[src/rtl/wisc_pkg.sv]
// Shared types and defaults for the WISC pipeline front end.
package wisc_pkg;

    localparam int unsigned ADDR_W_DEF     = 16;
    localparam int unsigned INSTR_W_DEF    = 16;
    localparam logic [3:0]  HLT_OPCODE_DEF = 4'hF;

    typedef enum logic [2:0] {
        IDLE = 3'd0,
        REQ  = 3'd1,
        DROP = 3'd2,
        HOLD = 3'd3,
        HALT = 3'd4
    } fetch_state_e;

endpackage

[src/rtl/if_id_reg.sv]
// Generic pipeline register: valid/instr/pc_plus1 with flush > load > drain priority.
module if_id_reg #(
    parameter int unsigned ADDR_W  = wisc_pkg::ADDR_W_DEF,
    parameter int unsigned INSTR_W = wisc_pkg::INSTR_W_DEF
) (
    input  logic               clk,
    input  logic               rst_n,
    input  logic               i_load,
    input  logic               i_drain,
    input  logic               i_flush,
    input  logic [INSTR_W-1:0] i_instr,
    input  logic [ADDR_W-1:0]  i_pc_plus1,
    output logic               o_valid,
    output logic [INSTR_W-1:0] o_instr,
    output logic [ADDR_W-1:0]  o_pc_plus1
);

    logic               r_valid;
    logic [INSTR_W-1:0] r_instr;
    logic [ADDR_W-1:0]  r_pc_plus1;

    always_ff @(posedge clk or negedge rst_n) begin
        if (!rst_n) begin
            r_valid    <= 1'b0;
            r_instr    <= '0;
            r_pc_plus1 <= '0;
        end else if (i_flush) begin
            r_valid    <= 1'b0;
        end else if (i_load) begin
            r_valid    <= 1'b1;
            r_instr    <= i_instr;
            r_pc_plus1 <= i_pc_plus1;
        end else if (i_drain) begin
            r_valid    <= 1'b0;
        end
    end

    assign o_valid    = r_valid;
    assign o_instr    = r_instr;
    assign o_pc_plus1 = r_pc_plus1;

endmodule

[src/rtl/if_fetch_unit.sv]
// Instruction-fetch stage: issues imem reads at the PC, fills IF/ID, gates PC advance.
// Optional performance counters enabled by defining IFETCH_PERF_CNT_EN.
module if_fetch_unit #(
    parameter int unsigned ADDR_W     = wisc_pkg::ADDR_W_DEF,
    parameter int unsigned INSTR_W    = wisc_pkg::INSTR_W_DEF,
    parameter logic [3:0]  HLT_OPCODE = wisc_pkg::HLT_OPCODE_DEF
) (
    input  logic               clk,
    input  logic               rst_n,
    input  logic [ADDR_W-1:0]  pc,
    output logic               pc_hold,
    input  logic               flush,
    output logic               imem_re,
    output logic [ADDR_W-1:0]  imem_addr,
    input  logic               imem_rdy,
    input  logic [INSTR_W-1:0] imem_data,
    input  logic               id_stall,
    output logic               id_valid,
    output logic [INSTR_W-1:0] id_instr,
    output logic [ADDR_W-1:0]  id_pc_plus1,
    output logic               halted
`ifdef IFETCH_PERF_CNT_EN
    ,
    output logic [15:0]        perf_fetched,
    output logic [15:0]        perf_stall
`endif
);

    import wisc_pkg::*;

    fetch_state_e       r_state;
    logic [ADDR_W-1:0]  r_drop_addr;
    logic [ADDR_W-1:0]  r_buf_pc_plus1;
    logic [INSTR_W-1:0] r_buf_instr;

    logic               w_accept;
    logic               w_advance;
    logic               w_in_req;
    logic               w_in_hold;
    logic [ADDR_W-1:0]  w_pc_plus1;
    logic [INSTR_W-1:0] w_ld_instr;
    logic [ADDR_W-1:0]  w_ld_pc_plus1;
    logic               w_ld_hlt;

    assign w_in_req      = (r_state == REQ);
    assign w_in_hold     = (r_state == HOLD);
    assign w_accept      = ~id_valid | ~id_stall;
    assign w_advance     = ((w_in_req & imem_rdy) | w_in_hold) & w_accept & ~flush;
    assign w_pc_plus1    = pc + ADDR_W'(1);
    assign w_ld_instr    = w_in_hold ? r_buf_instr    : imem_data;
    assign w_ld_pc_plus1 = w_in_hold ? r_buf_pc_plus1 : w_pc_plus1;
    assign w_ld_hlt      = (w_ld_instr[INSTR_W-1 -: 4] == HLT_OPCODE);

    assign pc_hold   = ~(w_advance | flush);
    assign imem_re   = w_in_req | (r_state == DROP);
    assign imem_addr = (r_state == DROP) ? r_drop_addr : pc;
    assign halted    = (r_state == HALT);

    // Fetch sequencing; a flush squashes whatever the current request returns.
    always_ff @(posedge clk or negedge rst_n) begin
        if (!rst_n) begin
            r_state        <= IDLE;
            r_drop_addr    <= '0;
            r_buf_instr    <= '0;
            r_buf_pc_plus1 <= '0;
        end else begin
            case (r_state)
                IDLE: r_state <= REQ;
                REQ: begin
                    if (imem_rdy) begin
                        if (flush) begin
                            r_state <= REQ;
                        end else if (w_accept) begin
                            r_state <= w_ld_hlt ? HALT : REQ;
                        end else begin
                            r_buf_instr    <= imem_data;
                            r_buf_pc_plus1 <= w_pc_plus1;
                            r_state        <= HOLD;
                        end
                    end else if (flush) begin
                        r_drop_addr <= pc;
                        r_state     <= DROP;
                    end
                end
                DROP: if (imem_rdy) r_state <= REQ;
                HOLD: begin
                    if (flush)         r_state <= REQ;
                    else if (w_accept) r_state <= w_ld_hlt ? HALT : REQ;
                end
                HALT: if (flush) r_state <= REQ;
                default: r_state <= IDLE;
            endcase
        end
    end

    if_id_reg #(
        .ADDR_W  (ADDR_W),
        .INSTR_W (INSTR_W)
    ) u_if_id_reg (
        .clk        (clk),
        .rst_n      (rst_n),
        .i_load     (w_advance),
        .i_drain    (~id_stall),
        .i_flush    (flush),
        .i_instr    (w_ld_instr),
        .i_pc_plus1 (w_ld_pc_plus1),
        .o_valid    (id_valid),
        .o_instr    (id_instr),
        .o_pc_plus1 (id_pc_plus1)
    );

`ifdef IFETCH_PERF_CNT_EN
    logic [15:0] r_perf_fetched;
    logic [15:0] r_perf_stall;
    logic        w_busy;

    assign w_busy = w_in_req | w_in_hold | (r_state == DROP);

    // Saturating event counters.
    always_ff @(posedge clk or negedge rst_n) begin
        if (!rst_n) begin
            r_perf_fetched <= '0;
            r_perf_stall   <= '0;
        end else begin
            if (w_advance && (r_perf_fetched != 16'hFFFF))
                r_perf_fetched <= r_perf_fetched + 16'd1;
            if (w_busy && !w_advance && (r_perf_stall != 16'hFFFF))
                r_perf_stall <= r_perf_stall + 16'd1;
        end
    end

    assign perf_fetched = r_perf_fetched;
    assign perf_stall   = r_perf_stall;
`endif

endmodule

[config.mk]
export PLATFORM = sky130hd
export DESIGN_NAME = if_fetch_unit
export DESIGN_NICKNAME = d
export VERILOG_FILES = /design/src/rtl/wisc_pkg.sv /design/src/rtl/if_id_reg.sv /design/src/rtl/if_fetch_unit.sv
export SDC_FILE = /design/constraint.sdc
export NUM_CORES = 1
export LEC_CHECK = 0
export BUFFER_PORTS_ARGS = -buffer_cell sky130_fd_sc_hd__buf_4
export CAP_MARGIN = 0
export CORE_UTILIZATION = 48
export CTS_CLUSTER_DIAMETER = 200
export DETAILED_ROUTE_END_ITERATION = 8
export PLACE_DENSITY_LB_ADDON = 0.08
export SKIP_CTS_REPAIR_TIMING = 1
export SLEW_MARGIN = 0
export SYNTH_ARGS = -nofsm -noshare
export SYNTH_HDL_FRONTEND = slang
export SYNTH_HIERARCHICAL = 1
export SYNTH_SLANG_ARGS = --single-unit
[constraint.sdc]
create_clock -name clk -period 5.8 [get_ports clk]
set_input_delay 0.87 -clock clk [delete_from_list [all_inputs] [get_ports clk]]
set_output_delay 0.87 -clock clk [all_outputs]
set_load 0.01 [all_outputs]
== Word level (Yosys, flattened, before mapping) ==
Index checks and enable logic that the tools add are counted.

* Logic and storage cells: 52
* Input port bits: 37
* Bits in registers: 84
* Output and inout bits: 52

* Eq/ne operators: 10
* Reduce and logical (&&, ||, !) cells: 5
* Bitwise operators: 13
* Mux-type cells: 16
* $add $sub $neg: 1

{| class="wikitable"
|+ Operators by type and width
! kind !! number
|-
| 16-bit 2-to-1 mux || 3
|-
| 3-bit 2-to-1 mux || 9
|-
| 16-bit by 1-bit adder with 16-bit output (second input constant) || 1
|-
| 3-bit one-hot mux with 5 select lines || 1
|-
| 4-bit AND reduction || 2
|-
| 3-bit by 2-bit == test with 1-bit output (second input constant) || 2
|-
| 3-bit != test (second input constant) || 2
|-
| 1-bit inverter || 6
|-
| 4-bit == test (second input constant) || 1
|-
| 2-bit != test (second input constant) || 2
|-
| 1-bit OR || 4
|-
| 1-bit AND || 3
|-
| 3-bit by 1-bit == test with 1-bit output (second input constant) || 1
|-
| 3-bit == test (second input constant) || 1
|-
| 3-bit zero test || 1
|-
| 1-bit 2-to-1 mux || 3
|-
| 3-bit by 2-bit != test with 1-bit output (second input constant) || 1
|-
| 3-bit AND reduction || 1
|-
| 2-bit AND reduction || 1
|}

== Logic depth before layout (Yosys ltp) ==
Gate-level depths: netlist of run 1.

* Depth in word-level cells: 8
* Gate-level depth with buffers: 8
* Gate-level depth less buffers: 6

== Cells and area by module ==
The synthesis of run 1 kept the hierarchy.

{| class="wikitable"
|+ By module, submodules not included
! module !! cells each !! instances !! sequential area each (um^2) !! area an instance (um^2)
|-
| if_fetch_unit || 320 || 1 || 1276.2 || 2936.6
|-
| if_id_reg || 73 || 1 || 825.8 || 1398.8
|}

== Worst setup path before layout of run 1 ==
OpenSTA, ideal clock, no wires.

* Path kind: reg-to-output
* Start: register r_state[0]
* End: output imem_addr[10]
* Data required time: 4.930 ns
* Stages on the path, launching flop included: 5
* Arrival: 1.649 ns
* Setup slack: 3.281 ns
* Path buffers: 2
* Path through: dfrtp_1 buf_2 nor3_2 buf_2 mux2_2

* Cells in the longest elaborated chain, start to end: 2

{| class="wikitable"
|+ Ends and longest elaborated chain
! element !! line !! text
|-
| start, declared || if_fetch_unit.sv:31 || <nowiki>fetch_state_e r_state;</nowiki>
|-
| start signal, assigned || if_fetch_unit.sv:74 || <nowiki>r_state <= w_ld_hlt ? HALT : REQ;</nowiki>
|-
| start signal, assigned || if_fetch_unit.sv:88 || <nowiki>else if (w_accept) r_state <= w_ld_hlt ? HALT : REQ;</nowiki>
|-
| 3-bit by 2-bit == test with 1-bit output || if_fetch_unit.sv:56 || <nowiki>assign imem_addr = (r_state == DROP) ? r_drop_addr : pc;</nowiki>
|-
| 16-bit 2-to-1 mux || if_fetch_unit.sv:56 ||
|-
| end, declared || if_fetch_unit.sv:14 || <nowiki>output logic [ADDR_W-1:0] imem_addr,</nowiki>
|}

No other way between the ends.

== Final worst setup path of run 1 ==
* Start: register r_state[1]
* End: output imem_addr[8]

The elaborated chain is that of the path after synthesis.

==> results of run 1 <==
flip-flops by register name, indices dropped and copies added (netlist names):
signal                  flops
r_state                     3
r_buf_instr                16
u_if_id_reg/o_instr        16
u_if_id_reg/o_pc_plus1     16
r_buf_pc_plus1             16
u_if_id_reg/o_valid         1
r_drop_addr                16
cells in the mapped netlist, types with 7 or more instances:
cell / instances
o21ai_0: 21
inv_1: 7
xnor2_1: 12
mux2_4: 30
nand2_1: 77
nor3_1: 9
nor2_1: 25
clkbuf_1: 9
buf_2: 9
dfrtp_1: 84
a21oi_1: 17
mux2_2: 49
cell families (layout without fill, tap and decap cells):
| logic type | after synthesis | in the layout | share of synthesized area |
|---|---|---|---|
| buffers and inverters | 30 | 115 | 0.0433 |
| AO/OA/AOI/OAI | 47 | 47 | 0.0600 |
| multiplexers | 79 | 79 | 0.231 |
| XOR/XNOR | 14 | 14 | 0.0283 |
| AND/OR/NAND/NOR | 138 | 138 | 0.149 |
| flip-flops | 84 | 84 | 0.485 |
| adder cells (fa/ha/maj) | 1 | 1 | 0.00289 |
tightest hold or removal path, stage by stage (launching register included):
cell     delay, ps
dfrtp_1        350
nand2_1         50
nand2_1         50
where the power goes:
group,internal [mW],switching [mW]
registers,0.848,0.165
clock network,0.210,0.214
logic,0.505,0.344
total,1.56,0.724
layer usage:
metal | part of all wire | track usage | wire (um)
met4 | 0.018 | 0.0827 | 168
met5 | 0 | 0 | 0
met3 | 0.048 | 0.0383 | 438
met1 | 0.48 | 0.292 | 4430
met2 | 0.45 | 0.316 | 4100
final cells by class:
| cell class | instances | area (um2) | area share |
|---|---|---|---|
| clock inverter | 6 | 63.8 | 0.0123 |
| timing repair buffer | 92 | 691 | 0.133 |
| sequential | 84 | 2100 | 0.404 |
| inverter | 7 | 26.3 | 0.00505 |
| tap | 108 | 135 | 0.0260 |
| multi-input combinational | 279 | 2050 | 0.394 |
| clock buffer | 10 | 138 | 0.0264 |
path summary, 6_finish.rpt:
check                                     from                        end  slack [ps]  cells past startpoint
worst max-delay path                r_state[1]               imem_addr[8]        2880                      5
worst min-delay path            r_buf_instr[8]             r_buf_instr[8]         480                      2
worst max register to register      r_state[0]  u_if_id_reg/o_pc_plus1[8]        2960                      6
worst min register to register  r_buf_instr[8]             r_buf_instr[8]         480                      2
max in group asynchronous                rst_n          r_buf_pc_plus1[8]        4400                      1
min in group asynchronous                rst_n             r_drop_addr[8]         700                      1
==> impl_results.md, run 1 <==
* Gate Count Post-Synth at 393
* Synth top area share at 0.485
* Yosys cell types at 36
* DIE AREA at 9420 um2
* Row cnt at 34
* CTS tree: built
* WP buf/inv at 3
* Cell Pwr Density at 439 nW/um2
* Largest net degree at the start of global routing at 85
* Placed insts at 570
* Setup Viol. Count Final at 0
* Leading cell type in the layout, fill and taps excluded: buf_4
* Startpoint Class: flop
* Diodes inserted at 0
* Via density per instance at 5.31
* Commonest non-fill, non-tap cells in the layout: buf_4, dfrtp_1, nand2_1
* H-tree depth at 3
* Width of the chip at 97.0 um
* Final std cells w/o fill at 586
* Clk pin slew, worst setup/hold paths at 90 ps
* # Max-Cap Violations at 0
* Initial DRT Pass Iterations at 4
* Starting DRC count in detailed routing at 154
* Setup WS post-layout at 2880 ps
* Slew Limit Fails at 0
* GR Util All Layers at 0.207
* Dominant cell type by area after synthesis: dfrtp_1
* WHS at 484 ps
* Fin Clk Skew at 11.5 ps
* Critical-path top delay cell: dfrtp_1
* DP Area at 5000 um2
* Delay of the slowest critical-path stage at 570 ps
* Headroom to the max-slew limit at 0.288
* Worst skew pair latency at 350 ps
* IO Port Bufs at 88
* RSZ-0062 raised after global routing: false
* Final min period at 2920 ps
* TritonCTS buffer count at 9
* Fin util at 0.597
* Seq/Total Area, Yosys at 0.485
* Peak supply drop at 0.212 mV
* Chip Height at 97.0 um
* Total I/O pin count at 89
* Final hold vios at 0
* WP data arrival at 2050 ps
* Clock root cell: clkbuf_8
* Tcrit/Tclk final at 0.503
* DRC Markers at 0
* WL/cell at 15.6 um
* Post-DP HPWL at 6110 um
* Power Total at 2.29 mW
* Nets at 511
* WL final at 9140 um
* First-pass GRT wire length at 15500 um
* Syn nets at 431
* Synth-to-Final Area Change at 20.0%
* Core ar. at 8720 um2
* Crit-path cells: inv_1 > nor3_2 > buf_4 > mux2_2 > buf_4
* Maximum fanout along the worst path at 18
* Static leakage at 2.44 nW
* Most used cell, CP: buf_4
* EDFF count, synth at 0
* Peak Freq at 0.343 GHz
* YS warnings at 6
* Vias in the first global route at 3094
* Antenna Nets Post-Route at 0
* GRT overflow at 0
* Worst EP required at 4930 ps
* Seq cells post-synth at 84
* Share of cells above drive strength 1 at 0.408
* Setup TNS Final at 0 ps
* Delay-heaviest family, CP: buffers and inverters
* Post-synth top flop: dfrtp_1
* Detailed-route via count at 3114
* Async S/R FF share, synth at 1.00
* # clock sinks at 84
* Final instance area at 5200 um2
* Final estimated routing congestion in global placement at 0.845
* Area contributors post-synth: dfrtp_1, mux2_2, mux2_4
* Setup crit end kind: primary output
* Kind of critical path: reg -> out
* Clock buffer depth at 2
* Starting Density at 0.497
* Worst Tran Pin Value at 1070 ps
* Setup Slack @ Placement at 2670 ps
* Fillers at 734
* Outcome: complete, no violations
* Syn Std Cell Area at 4340 um2
* Antenna violations before repair at 0
* HP Class: reg -> reg
* Synth Area per Inst at 11.0 um2
Note: power is estimated with default switching activity, not from simulation.
==> run 2, diff against run 1 <==
- clock period: 5.8 -> 2.8 ns (I/O delays scaled with it)
==> run 2 against run 1 <==
Effect of this change: first-iteration DRC count shrank 32%; global-route usage grew 0.18 points; combinational power grew 110%; critical endpoint unchanged.
==> impl_results.md, run 2 (same netlist as run 1, synthesis figures left out) <==
* Outcome: complete, no violations
* WL final at 9130 um (-0.14%)
* WP data arrival at 2020 ps (-30 ps)
* DRC Markers at 0 (unchanged)
* Leading cell type in the layout, fill and taps excluded: buf_4
* H-tree depth at 3 (unchanged)
* Nets at 515 (+0.78%)
* Clock buffer depth at 2 (unchanged)
* Starting Density at 0.497 (unchanged)
* Synth-to-Final Area Change at 20.8%
* Fin Clk Skew at 8.06 ps (-3.44 ps)
* Maximum fanout along the worst path at 18 (unchanged)
* Headroom to the max-slew limit at 0.459 (+0.171)
* Clk pin slew, worst setup/hold paths at 80 ps (about the same)
* GR Util All Layers at 0.209 (+0.00181)
* Peak supply drop at 0.446 mV (+110%)
* Static leakage at 2.46 nW (+0.80%)
* Core ar. at 8720 um2 (unchanged)
* Antenna Nets Post-Route at 0 (unchanged)
* Peak Freq at 0.410 GHz
* Row cnt at 34 (unchanged)
* Fillers at 763 (+4.0%)
* CTS tree: built
* Final hold vios at 0 (unchanged)
* Reg area at 2100 um2 (unchanged)
* Total I/O pin count at 89 (unchanged)
* Width of the chip at 97.0 um (unchanged)
* Diodes inserted at 0 (unchanged)
* Multi-input gate area at 2050 um2 (unchanged)
* GRT overflow at 0 (unchanged)
* Via density per instance at 5.24 (-1.3%)
* Vias in the first global route at 3081 (-0.42%)
* Cell Pwr Density at 911 nW/um2 (+110%)
* IO Port Bufs at 88 (unchanged)
* Slew Limit Fails at 0 (unchanged)
* Kind of critical path: reg -> out
* Starting DRC count in detailed routing at 105 (-32%)
* Final std cells w/o fill at 588 (+0.34%)
* Antenna violations before repair at 0 (unchanged)
* Clock root cell: clkbuf_8
* Post-DP HPWL at 6270 um (+2.6%)
* Placed insts at 574 (+0.70%)
* Final min period at 2440 ps
* Chip Height at 97.0 um (unchanged)
* Worst EP required at 2380 ps (-2550 ps)
* Setup TNS Final at 0 ps (unchanged)
* Initial DRT Pass Iterations at 4 (unchanged)
* Setup Viol. Count Final at 0 (unchanged)
* TritonCTS buffer count at 9 (unchanged)
* # clock sinks at 84 (unchanged)
* Startpoint Class: flop
* Tcrit/Tclk final at 0.871
* First-pass GRT wire length at 15700 um (+1.1%)
* Setup crit end kind: primary output
* Worst skew pair latency at 340 ps (about the same)
* Share of cells above drive strength 1 at 0.408 (about the same)
* RSZ-0062 raised after global routing: false
* HP Class: in -> async
* WL/cell at 15.5 um (-0.48%)
* Commonest non-fill, non-tap cells in the layout: buf_4, dfrtp_1, nand2_1
* Worst reg-to-reg path cell count at 6 (unchanged)
* Detailed-route via count at 3083 (-1.0%)
* DIE AREA at 9420 um2 (unchanged)
* Worst Tran Pin Value at 809 ps (-258 ps)
* # Max-Cap Violations at 0 (unchanged)
* Final estimated routing congestion in global placement at 0.790 (-6.5%)
* Largest net degree at the start of global routing at 48 (-44%)
-- run 2: changes by cell type in the layout (fill, tap and decap cells not counted), sizes merged --
| cell | delta |
|---|---|
| clkinvlp | -1 |
| bufinv | +1 |
| clkinv | -2 |
| buf | +4 |
-- run 2: layout make-up --
type                            count  share of cell area
Sequential cell                    84               0.401
Multi-Input combinational cell    279               0.391
Inverter                            7             0.00502
Timing Repair Buffer               96               0.138
Tap cell                          108              0.0258
Clock inverter                      4              0.0146
Clock buffer                       10              0.0244
-- run 2: worst paths after layout --
path,start,slack (ps),to
max,r_state[1],360,imem_addr[8]
min,rst_n,70,r_drop_addr[10]
max reg2reg,r_state[0],480,u_if_id_reg/o_instr[15]
min reg2reg,r_buf_instr[7],480,r_buf_instr[7]
max in group asynchronous,rst_n,2020,r_buf_pc_plus1[15]
min in group clk,imem_data[5],270,r_buf_instr[5]
-- run 2: worst max-delay path, cell delays in order (launching register included) --
cell,delay (ps)
dfrtp_1,570
inv_1,180
nor3_2,130
buf_4,280
mux2_2,380
buf_4,140
-- run 2: power by group --
part           leakage, nW  switching [mW]  internal, mW  total (mW)
sequential            1.05           0.339          1.76        2.10
combinational         1.31           0.715          1.05        1.76
clock               0.0984           0.416         0.495       0.911
-- run 2: stage by stage --
| stage | utilization | hold WS (ps) | power [mW] | area, um2 | setup slack [ps] |
|---|---|---|---|---|---|
| 6_report | 0.600 | 70.3 | 4.77 | 5240 | 362 |
| 5_1_grt | 0.600 | 112 | 5.10 | 5240 | 215 |
| 4_1_cts | 0.600 | 85.1 | 4.83 | 5240 | 334 |
| 3_5_place_dp | 0.577 | 459 | 3.89 | 5030 | 505 |
| 3_3_place_gp | 0.577 | 453 | 3.84 | 5030 | 601 |
| 2_1_floorplan | - | 124 | 3.18 | 4340 | 731 |
-- run 2: per-layer routing --
| layer | up-vias | GRT usage | wire length, um |
|---|---|---|---|
| met5 | - | 0 | 0 |
| met4 | 0 | 0.0448 | 63 |
| met3 | 6 | 0.0564 | 392 |
| met2 | 68 | 0.321 | 4150 |
| met1 | 1503 | 0.296 | 4520 |
| li1 | 1506 | - | - |
==> run 3, diff against run 2 <==
- CORE_UTILIZATION: 48 -> 55
==> run 3 against run 2 <==
Effect of this change: clock power up 3.1%; hold slack worse by 26 ps; via count up 1.8%; design area up 0.88%; largest power group unchanged; total power up 1.5%; sequential power about the same; combinational power up 2%.
==> impl_results.md, run 3 (same netlist as run 1, synthesis figures left out) <==
* First-pass GRT wire length at 15500 um (-1.3%)
* Delay-heaviest family, CP: buffers and inverters
* Maximum fanout along the worst path at 18 (unchanged)
* Peak Freq at 0.406 GHz (-1.1%)
* Core ar. at 7690 um2 (-12%)
* Final min period at 2460 ps (+26.6 ps)
* Starting Density at 0.564 (+0.0668)
* Via density per instance at 5.38 (+2.7%)
* WL final at 9220 um (+1.0%)
* Share of cells above drive strength 1 at 0.412 (+0.00331)
* Worst Setup EP: imem_addr[15]
* Initial DRT Pass Iterations at 4 (unchanged)
* Setup TNS Final at 0 ps (unchanged)
* Reg2reg end: u_if_id_reg/o_pc_plus1[11]
* Fin Clk Skew at 11.5 ps (+3.40 ps)
* Critical-path top delay cell: dfrtp_1
* Starting DRC count in detailed routing at 142 (+35%)
* # clock sinks at 84 (unchanged)
* Worst skew pair latency at 350 ps (about the same)
* DIE AREA at 8240 um2 (-12%)
* Leading cell type in the layout, fill and taps excluded: buf_4
* Vias in the first global route at 3092 (+0.36%)
* Most used cell, CP: buf_4
* Detailed-route via count at 3139 (+1.8%)
* Clock root cell: clkbuf_8
* # Max-Cap Violations at 0 (unchanged)
* Peak supply drop at 0.452 mV (+1.3%)
* Antenna Nets Post-Route at 0 (unchanged)
* Crit-path cells: inv_1 > nor3_2 > buf_4 > mux2_2 > buf_4
* Synth-to-Final Area Change at 21.8%
* Post-DP HPWL at 6280 um (+0.13%)
* HP Class: in -> async
* IO Port Bufs at 88 (unchanged)
* Tcrit/Tclk final at 0.880 (+0.00951)
* Worst reg-to-reg path cell count at 6 (unchanged)
* Final hold vios at 0 (unchanged)
* Kind of critical path: reg -> out
* Fin util at 0.687 (+0.0867)
* Headroom to the max-slew limit at 0.481 (+0.0217)
* GR Util All Layers at 0.239 (+0.0303)
* Setup crit end kind: primary output
* WP buf/inv at 3 (unchanged)
* Cell Pwr Density at 917 nW/um2 (+0.61%)
* Flop2flop setup slack at 560 ps (+80 ps)
* TritonCTS buffer count at 9 (unchanged)
* Commonest non-fill, non-tap cells in the layout: buf_4, dfrtp_1, nand2_1
* Worst Tran Pin Value at 777 ps (-32.5 ps)
* DRC Markers at 0 (unchanged)
* Chip Height at 90.8 um (-6.4%)
* Outcome: complete, no violations
* R2R Path Start: r_state[0]
* Clk pin slew, worst setup/hold paths at 90 ps (about the same)
* WP data arrival at 2040 ps (+20 ps)
* Stages on worst setup path at 5 (unchanged)
* Slew Limit Fails at 0 (unchanged)
* Delay of the slowest critical-path stage at 560 ps (about the same)
* Static leakage at 2.48 nW (+0.91%)
* Largest net degree at the start of global routing at 46 (-4.2%)
* Nets at 514 (-0.19%)
* Total I/O pin count at 89 (unchanged)
* Startpoint Class: flop
* Clock buffer depth at 2 (unchanged)
* CTS tree: built
* Worst EP required at 2380 ps (about the same)
* RSZ-0062 raised after global routing: false
* Final estimated routing congestion in global placement at 0.807 (+2.2%)
* Crit path from: r_state[1]
* Antenna violations before repair at 0 (unchanged)
* Width of the chip at 90.8 um (-6.4%)
* Diodes inserted at 0 (unchanged)
* Setup Viol. Count Final at 0 (unchanged)
* H-tree depth at 3 (unchanged)
* WL/cell at 15.8 um (+1.9%)
* Row cnt at 32 (-5.9%)
* GRT overflow at 0 (unchanged)
run 3: changes by cell type in the layout (fill, tap and decap cells not counted):
cell      previous run  this run
buf_4               96        91
clkinv_2             0         3
buf_12               0         4
clkbuf_1             1         0
run 3: cell type report:
cell class / instances / area (um2)
well taps: 102 / 128
inverters: 7 / 26.3
fillers: 617 / 2400
clock buffers: 9 / 124
clock inverters: 7 / 91.3
repair buffers: 95 / 763
multi-input cells: 279 / 2050
flip-flops and latches: 84 / 2100
run 3: worst reg2reg max path: stages (launching register included):
cell and delay (ps):
dfrtp_1 570, nor2b_1 280, nand2_1 100, nor3_1 230
nor2b_4 400, buf_12 220, mux2_4 320
run 3: per-layer routing:
metal | global-route usage | part of all wire | vias up | wire [um]
met4 | 0.0754 | 0.012 | 0 | 107
met2 | 0.374 | 0.47 | 76 | 4340
li1 | - | - | 1506 | -
met3 | 0.0438 | 0.043 | 8 | 401
met5 | 0 | 0 | - | 0
met1 | 0.338 | 0.47 | 1549 | 4370
run 3: how the worst min path moves through the flow:
stage / from / to / cells past startpoint / slack, ps
global route: rst_n / r_drop_addr[13] / 1 / 80
global placement: rst_n / r_drop_addr[13] / 1 / 440
CTS: rst_n / r_drop_addr[13] / 1 / 60
floorplan: rst_n / r_buf_instr[0] / 0 / 120
finish: rst_n / r_drop_addr[13] / 1 / 40
detailed placement: rst_n / r_drop_addr[13] / 1 / 440
run 3: power by group:
group	switching, mW	internal [mW]
logic	0.736	1.07
clock network	0.440	0.499
registers	0.344	1.76
total	1.52	3.32
run 3: stage by stage:
step           setup slack (ps)  hold WS (ps)  area, um2  std cells  total power, mW
2_1_floorplan               731           124       4340        393             3.18
3_3_place_gp                637           442       5070        567             3.86
3_5_place_dp                579           444       5070        567             3.94
4_1_cts                     327          55.8       5280        583             4.89
5_1_grt                     218          83.9       5280        583             5.13
6_report                    335          44.5       5280        583             4.84
